==> src/rtl/pacman_pkg.sv <==
// Shared pacman constants: one-hot direction codes, the debounce state
// encoding and the L>U>R>D priority picker.
package pacman_pkg;

    localparam logic [3:0] DIR_L    = 4'b1000;
    localparam logic [3:0] DIR_U    = 4'b0100;
    localparam logic [3:0] DIR_R    = 4'b0010;
    localparam logic [3:0] DIR_D    = 4'b0001;
    localparam logic [3:0] DIR_NONE = 4'b0000;

    typedef enum logic [1:0] {
        IDLE,
        PRESS_WAIT,
        PRESSED,
        RELEASE_WAIT
    } db_state_t;

    // Reduce any set of buttons (bit order L,U,R,D) to a single direction.
    function automatic logic [3:0] prio_pick(input logic [3:0] v);
        if (v[3])      return DIR_L;
        else if (v[2]) return DIR_U;
        else if (v[1]) return DIR_R;
        else if (v[0]) return DIR_D;
        else           return DIR_NONE;
    endfunction

endpackage

==> src/rtl/btn_debounce.sv <==
// Single-button two-flop synchroniser and debounce FSM. o_rise/o_fall flag the
// cycle in which o_held is about to change, so the selector can act on that edge.
module btn_debounce
    import pacman_pkg::*;
#(
    parameter int DEBOUNCE_CYCLES = 500000,
    parameter int CNT_W           = $clog2(DEBOUNCE_CYCLES)
) (
    input  logic clk_50mhz,
    input  logic rst_n,
    input  logic i_raw,
    output logic o_held,
    output logic o_rise,
    output logic o_fall
);

    localparam logic [CNT_W-1:0] CNT_MAX = CNT_W'(DEBOUNCE_CYCLES - 1);

    logic [1:0]       r_sync;
    db_state_t        r_state;
    logic [CNT_W-1:0] r_cnt;
    logic             r_held;
    logic             w_s;
    logic             w_done;

    assign w_s    = r_sync[1];
    assign w_done = (r_cnt == CNT_MAX);
    assign o_held = r_held;
    assign o_rise = (r_state == PRESS_WAIT)   &&  w_s && w_done;
    assign o_fall = (r_state == RELEASE_WAIT) && !w_s && w_done;

    always_ff @(posedge clk_50mhz or negedge rst_n) begin
        if (!rst_n) begin
            r_sync  <= 2'b00;
            r_state <= IDLE;
            r_cnt   <= '0;
            r_held  <= 1'b0;
        end else begin
            r_sync <= {r_sync[0], i_raw};
            case (r_state)
                IDLE: begin
                    if (w_s) begin
                        r_state <= PRESS_WAIT;
                        r_cnt   <= '0;
                    end
                end
                PRESS_WAIT: begin
                    if (!w_s) begin
                        r_state <= IDLE;
                    end else if (w_done) begin
                        r_state <= PRESSED;
                        r_held  <= 1'b1;
                    end else begin
                        r_cnt <= r_cnt + CNT_W'(1);
                    end
                end
                PRESSED: begin
                    if (!w_s) begin
                        r_state <= RELEASE_WAIT;
                        r_cnt   <= '0;
                    end
                end
                RELEASE_WAIT: begin
                    if (w_s) begin
                        r_state <= PRESSED;
                    end else if (w_done) begin
                        r_state <= IDLE;
                        r_held  <= 1'b0;
                    end else begin
                        r_cnt <= r_cnt + CNT_W'(1);
                    end
                end
                default: r_state <= IDLE;
            endcase
        end
    end

endmodule

==> src/rtl/btn_conditioner.sv <==
// Player-control front end: debounces four buttons and selects one direction,
// newest press wins. Define BTN_STICKY_EN to make btn ignore releases.
module btn_conditioner
    import pacman_pkg::*;
#(
    parameter int DEBOUNCE_CYCLES = 500000
) (
    input  logic       clk_50mhz,
    input  logic       rst_n,
    input  logic [3:0] btn_raw,
    output logic [3:0] btn,
    output logic       btn_press,
    output logic [3:0] btn_held
);

    localparam int CNT_W = $clog2(DEBOUNCE_CYCLES);

    logic [3:0] w_rise;
    logic [3:0] w_fall;
    logic [3:0] r_btn;
    logic       r_press;

    for (genvar g = 0; g < 4; g++) begin : g_db
        btn_debounce #(
            .DEBOUNCE_CYCLES(DEBOUNCE_CYCLES),
            .CNT_W          (CNT_W)
        ) u_db (
            .clk_50mhz(clk_50mhz),
            .rst_n    (rst_n),
            .i_raw    (btn_raw[g]),
            .o_held   (btn_held[g]),
            .o_rise   (w_rise[g]),
            .o_fall   (w_fall[g])
        );
    end

`ifndef BTN_STICKY_EN
    // Held set as it will be after this edge, used to pick a fallback direction.
    logic [3:0] w_held_nxt;
    assign w_held_nxt = (btn_held | w_rise) & ~w_fall;
`endif

    always_ff @(posedge clk_50mhz or negedge rst_n) begin
        if (!rst_n) begin
            r_btn   <= DIR_NONE;
            r_press <= 1'b0;
        end else begin
            r_press <= |w_rise;
            if (|w_rise) begin
                r_btn <= prio_pick(w_rise);
            end
`ifndef BTN_STICKY_EN
            else if (|(r_btn & w_fall)) begin
                r_btn <= prio_pick(w_held_nxt);
            end
`endif
        end
    end

    assign btn       = r_btn;
    assign btn_press = r_press;

endmodule

==> config.mk <==
export PLATFORM = sky130hd
export DESIGN_NAME = btn_conditioner
export DESIGN_NICKNAME = d
export VERILOG_FILES = /design/src/rtl/pacman_pkg.sv /design/src/rtl/btn_debounce.sv /design/src/rtl/btn_conditioner.sv
export SDC_FILE = /design/constraint.sdc
export NUM_CORES = 1
export LEC_CHECK = 0
export CORE_ASPECT_RATIO = 0.6
export CORE_MARGIN = 2
export CORE_UTILIZATION = 36
export DETAILED_ROUTE_END_ITERATION = 8
export PLACE_DENSITY = 0.6
export SLEW_MARGIN = 20
export SYNTH_ARGS = -nofsm -noshare
export SYNTH_HDL_FRONTEND = slang
export SYNTH_SLANG_ARGS = --single-unit
==> constraint.sdc <==
create_clock -name clk_50mhz -period 4.1 [get_ports clk_50mhz]
set_input_delay 0.41 -clock clk_50mhz [delete_from_list [all_inputs] [get_ports clk_50mhz]]
set_output_delay 0.41 -clock clk_50mhz [all_outputs]
set_load 0.02 [all_outputs]
==> impl_metrics.tcl, run 1 <==
set metrics [dict create \
    drive_above_1_share_pct 6.05 \
    netlist_area_um2 5390 \
    power_leakage_nw 2.41 \
    path_cells "ha_1 > nand3_1 > or4_4 > nor3_1 > or4_1 > a21oi_1 > o21a_1" \
    slew_headroom_pct 44.2 \
    hold_start "g_db[3].u_db.r_sync[0]" \
    grt-ovfl-total 0 \
    drv_cap 0 \
    fmax_mhz 380 \
    pre_cts_ws_ps 1480 \
    htree_levels 3 \
    rr_worst_depth 7 \
    rr_endpoint "btn[3]" \
    arrival_ps 2860 \
    path_buf_inv 0 \
    rows 34 \
    totalWireLength_mm 11.7 \
    coreArea_um2 14500 \
    crit_family "simple AND/OR/NAND/NOR gates" \
    outcome "finished clean" \
    cts.path.max_buffers 2 \
    hold_path_depth 0 \
    drtPass1Iterations 5 \
    yosysSeqAreaShare_pct 46.9 \
    min_to "g_db[3].u_db.r_sync[1]" \
    ios 15 \
    reg2reg_slack_ps 1470 \
    clk_latency_ps 340 \
    busiest_layer "met1" \
    synth_largest_area_cell "dfrtp_1" \
    worstSetupStartpointType "flop" \
    synthTopCellsByArea "dfrtp_1 (47%), xnor2_1 (8.1%), nor2_1 (4.7%)" \
    ctsRootBufferMaster "clkbuf_16" \
    setup_violations 0 \
    p_per_area_nw_per_um2 327 \
    cts_tree "done" \
    grt_util_met3_pct 3.24 \
    grt_use_met1_pct 24.6 \
    critPathCaptureType "flop" \
    grtUsageMet2_pct 21.2 \
    cp_data_required_time_ps 4330 \
    crit_type "flop to flop" \
    grt_usage_pct 15.4 \
    min_period_ps 2630 \
    dp.cells 776 \
    vias 4269 \
    viasPerCell 5.38 \
    initial_core_util_pct 37.0 \
    dp_hpwl_mm 8.43 \
    drtAntennaViolNets 0 \
    cp_slowest_cell "or4_4" \
    vdd.ir_drop.worst_mv 0.201 \
    tns_ps 0 \
    worstMarginPinSlew_ps 834 \
    path_clk_slew_ps 70 \
    async_reset_ff_share_pct 100 \
    first_iter_violations 265 \
    place_congestion 0.838 \
    antennaDiodeCount 0 \
    r2r_start "g_db[3].u_db.r_cnt[1]" \
    antenna_found_initial 0 \
    syn_inst 577 \
    first_global_vias 3891 \
    setup_slack_ps 1470 \
    synth_ff_type "dfrtp_1" \
    finalPower_mw 1.97 \
    fp.dieW_um 162 \
    syn_area_per_cell_um2 9.34 \
    seq_area_um2 2530 \
    clock_sinks 101 \
    drc_errors 0 \
    ys_types 54 \
    numCtsBuffers 9 \
    hold_slack_ps 347 \
    design.final.nets 600 \
    routedWlPerCell_um 14.8 \
    grt_first_pass_wirelength_mm 19.9 \
    grt_max_degree 49 \
    io_buffers 14 \
    min_period_over_period_pct 64.2 \
    rsz0062_at_grt "no" \
    hold_viol_final 0 \
    synth_nets 587 \
    fillers 1420 \
    synth_enable_flop_cells 0 \
    multi_input_area_um2 2690 \
    yosys_warnings 0 \
    cp_max_fo 12 \
    die_area_um2 16000 \
    synth-seq-cells 101 \
    area_growth_pct 11.9 \
    maxSlewViolCount 0 \
    synth.top_cell.area_share_pct 46.9 \
    fp.dieH_um 98.8 \
    stdcell_count 793 \
    min_path_type "flop to flop" \
    final.setup_skew_ps 7.49 \
    cpPeakStageDelay_ps 690 \
]
## sequential cells by signal, indices dropped and copies added (netlist names), named ones only
name               count
btn_press              1
btn                    4
g_db.u_db.r_cnt       76
g_db.u_db.r_sync       8
g_db.u_db.o_held       4
g_db.u_db.r_state      4
## worst register-to-register path: stages, from the launching register on
cell     delay, ps
dfrtp_1        420
ha_1           190
nand3_1        340
or4_4          690
nor3_1         330
or4_1          290
a21oi_1         70
o21a_1         200
## per-layer routing
layer  vias up  part of all wire (%)
met2        91                    40
met4         0                  0.84
met1      2056                    55
met3        11                   4.3
met5         -                     0
li1       2111                     -
## how the worst max path moves through the flow
stage,start,end,slack (ps),depth (start not counted)
2_1_floorplan,g_db[3].u_db.r_cnt[12],btn[2],1810,6
3_3_place_gp,g_db[3].u_db.r_cnt[0],btn[0],1480,7
3_5_place_dp,g_db[3].u_db.r_cnt[1],btn[0],1480,7
4_1_cts,g_db[3].u_db.r_cnt[1],btn[0],1450,7
5_1_grt,g_db[3].u_db.r_cnt[0],btn[0],1170,7
6_report,g_db[3].u_db.r_cnt[1],btn[3],1470,7
## report_power, final
group / internal, mW / switching, mW
logic: 0.0339 / 0.0621
clock network: 0.449 / 0.381
registers: 1.02 / 0.0289
## layout make-up
class                           instances  area share, %
Sequential cell                       101           41.9
Timing Repair Buffer                   20           3.07
Clock buffer                           12           4.25
Clock inverter                          4          0.519
Multi-Input combinational cell        432           44.5
Inverter                               26           1.62
Tap cell                              198           4.11
## cells in the final DEF (no fill, tap or decap), drive strengths merged, types with 6 or more instances in the layout
| master | synthesis | layout |
|---|---|---|
| dfrtp | 101 | 101 |
| nor2 | 68 | 68 |
| xnor2 | 50 | 50 |
| nor3 | 36 | 36 |
| nand2 | 35 | 35 |
| nand3 | 29 | 29 |
| inv | 26 | 27 |
| o21ai | 24 | 24 |
| nor4 | 21 | 21 |
| a21oi | 20 | 20 |
| nand4 | 18 | 18 |
| or3 | 16 | 16 |
| clkdlybuf4s50 | 0 | 13 |
| clkbuf | 12 | 12 |
| and3 | 10 | 10 |
| and4 | 8 | 8 |
| and4b | 7 | 7 |
| nor4b | 7 | 7 |
| nor2b | 6 | 6 |
| mux2 | 6 | 6 |
| buf | 6 | 6 |
## logic make-up (layout without fill, tap and decap cells)
| family | Yosys count | after routing | synth area share (%) |
|---|---|---|---|
| AND/OR/NAND/NOR | 293 | 293 | 30.0 |
| flip-flops | 101 | 101 | 46.9 |
| AO/OA/AOI/OAI | 74 | 74 | 8.59 |
| XOR/XNOR | 55 | 55 | 8.94 |
| buffers and inverters | 44 | 62 | 3.39 |
| multiplexers | 6 | 6 | 1.25 |
| adder cells (fa/ha/maj) | 4 | 4 | 0.929 |
## synthesized netlist by cell type, drive strengths merged (6+ instances only)
library cell / n
inv: 26
nor3: 36
and4: 8
o21ai: 24
buf: 6
or3: 16
nor4: 21
mux2: 6
xnor2: 50
nand4: 18
dfrtp: 101
nor2b: 6
and3: 10
clkbuf: 12
nor4b: 7
nand3: 29
nand2: 35
nor2: 68
a21oi: 20
and4b: 7
## repair_timing
item,in CTS,in global routing
endpoints found under the hold margin,5,0
gates resized for setup,0,0
hold buffers,1,0
buffers inserted,0,0
## stage by stage
step / area, µm² / utilization, %
2_1_floorplan: 5390 / -
3_3_place_gp: 5730 / 39.4
3_5_place_dp: 5730 / 39.4
4_1_cts: 6020 / 41.4
5_1_grt: 6030 / 41.5
6_report: 6030 / 41.5
(Power assumes the default switching activity.)
==> inputs of run 2 (changes only) <==
PLACE_DENSITY = 0.62   (was 0.6)
clock period = 2.4 ns   (was 4.1 ns; I/O delays follow)
==> run 2 against run 1 <==
  * Flip-flop and latch count unchanged
  * Critical path depth decreased by 1
  * Sequential share of layout area decreased by 1.8 points
  * Die area unchanged
  * Register-to-register slack got worse by 1400 ps
  * Clock skew increased by 0.55 ps
  * Global-route usage increased by 0.96 points
  * First-iteration DRC count increased by 11%
  * Cell count increased by 3.3%
  * Count of clock-buffer cells in the layout decreased by 2
  * Combinational power increased by 96%
  * Worst hold slack got worse by 13 ps
  * Largest cell class unchanged
==> impl_metrics.tcl, run 2 (same netlist as run 1, synthesis figures left out) <==
set metrics [dict create \
    cp_max_fo 5 \
    die_area_um2 16000 \
    cp_data_required_time_ps 2630 \
    min_path_type "input pin to flop" \
    path_clk_slew_ps 70 \
    p_per_area_nw_per_um2 568 \
    worstSetupStartpointType "flop" \
    dp.cells 799 \
    numCtsBuffers 9 \
    initial_core_util_pct 37.0 \
    dpl_cell_area_um2 5910 \
    totalWireLength_mm 12.5 \
    slew_headroom_pct 53.4 \
    layout_common_cells "dfrtp_1 (101), nor2_1 (65), xnor2_1 (50)" \
    crit_type "flop to flop" \
    rsz0062_at_grt "no" \
    ctsRootBufferMaster "clkbuf_16" \
    stdcell_count 819 \
    critPathCaptureType "flop" \
    min_period_ps 2330 \
    io_buffers 14 \
    cts_tree "done" \
    fp.dieW_um 162 \
    layout_commonest_cell "dfrtp_1" \
    clock_sinks 101 \
    drtPass1Iterations 4 \
    fmax_mhz 430 \
    grt_max_degree 54 \
    reg2reg_slack_ps 70 \
    min_period_over_period_pct 96.9 \
    setup_violations 0 \
    largest_register_ffs 76 \
    power_leakage_nw 2.56 \
    fillers 1412 \
    drtAntennaViolNets 0 \
    arrival_ps 2560 \
    final_area_um2 6300 \
    antenna_found_initial 0 \
    final.setup_skew_ps 8.04 \
    grt-ovfl-total 0 \
    grt_first_pass_wirelength_mm 21.2 \
    place_congestion 0.829 \
    dp_hpwl_mm 8.98 \
    fp.dieH_um 98.8 \
    ios 15 \
    vias 4412 \
    viasPerCell 5.39 \
    grt_usage_pct 16.3 \
    worstMarginPinSlew_ps 699 \
    area_growth_pct 17.0 \
    regMostFlops "g_db.u_db.r_cnt" \
    drv_cap 0 \
    htree_levels 3 \
    hold_viol_final 0 \
    maxSlewViolCount 0 \
    coreArea_um2 14500 \
    drive_above_1_share_pct 10.6 \
    rows 34 \
    routedWlPerCell_um 15.3 \
    cts.path.max_buffers 2 \
    outcome "finished clean" \
    design.final.nets 626 \
    first_iter_violations 293 \
    top_regs "g_db.u_db.r_cnt x76, g_db.u_db.r_sync x8" \
    drc_errors 0 \
    clk_latency_ps 340 \
    tns_ps 0 \
    vdd.ir_drop.worst_mv 0.303 \
    first_global_vias 4102 \
    antennaDiodeCount 0 \
]
-- run 2: power by group --
group          leakage [nW]  internal (mW)  switching [mW]
combinational          1.03         0.0713           0.116
sequential             1.37           1.74          0.0451
clock                 0.160          0.952           0.654
-- run 2: cell type report --
| cell class | count | area (µm²) | share of cell area (%) |
|---|---|---|---|
| multi-input cells | 432 | 2700 | 42.9 |
| flip-flops and latches | 101 | 2530 | 40.1 |
| repair buffers | 46 | 393 | 6.23 |
| well taps | 198 | 248 | 3.93 |
| clock buffers | 10 | 239 | 3.79 |
| inverters | 26 | 97.6 | 1.55 |
| clock inverters | 6 | 93.8 | 1.49 |
-- run 2: critical path, stage by stage, from the launching register on --
cell	delay, ps
dfrtp_1	430
nand4bb_1	410
or4_4	630
nor2_1	210
nor2_1	90
mux2_2	280
a22o_1	170
-- run 2: metal layers --
metal  GRT usage [%]  vias to the layer above  part of all wire, %
met1            25.6                     2153                   53
met3            3.28                       11                  3.8
met4            4.02                        0                 0.80
met2            22.8                       83                   42
li1                -                     2165                    -
met5               0                        -                    0
-- run 2: metrics by stage --
step / setup WS, ps / power (mW) / utilization [%] / hold slack, ps
CTS: 32.6 / 3.63 / 43.0 / 321
detailed placement: 38.8 / 2.00 / 40.6 / 336
floorplan: 107 / 1.90 / - / -55.6
finish: 74.9 / 3.58 / 43.3 / 333
global route: 6.77 / 3.73 / 43.3 / 325
global placement: 65.1 / 1.99 / 40.6 / 327
-- run 2: final timing paths --
check                                  startpoint  cells past startpoint                     end
max                         g_db[3].u_db.r_cnt[5]                      6   g_db[3].u_db.r_cnt[0]
min                                    btn_raw[0]                      1  g_db[0].u_db.r_sync[0]
max reg2reg                 g_db[3].u_db.r_cnt[5]                      6   g_db[3].u_db.r_cnt[0]
min reg2reg                g_db[3].u_db.r_sync[0]                      0  g_db[3].u_db.r_sync[1]
max in group asynchronous                   rst_n                      3   g_db[3].u_db.r_cnt[2]
min in group asynchronous                   rst_n                      2   g_db[0].u_db.r_cnt[4]
-- run 2: what timing repair did --
item                       in CTS  in global routing
hold endpoints to repair       51                  0
setup endpoints to repair       0                 11
buffers inserted                0                  3
resized for setup               0                  4
hold buffers                    1                  0
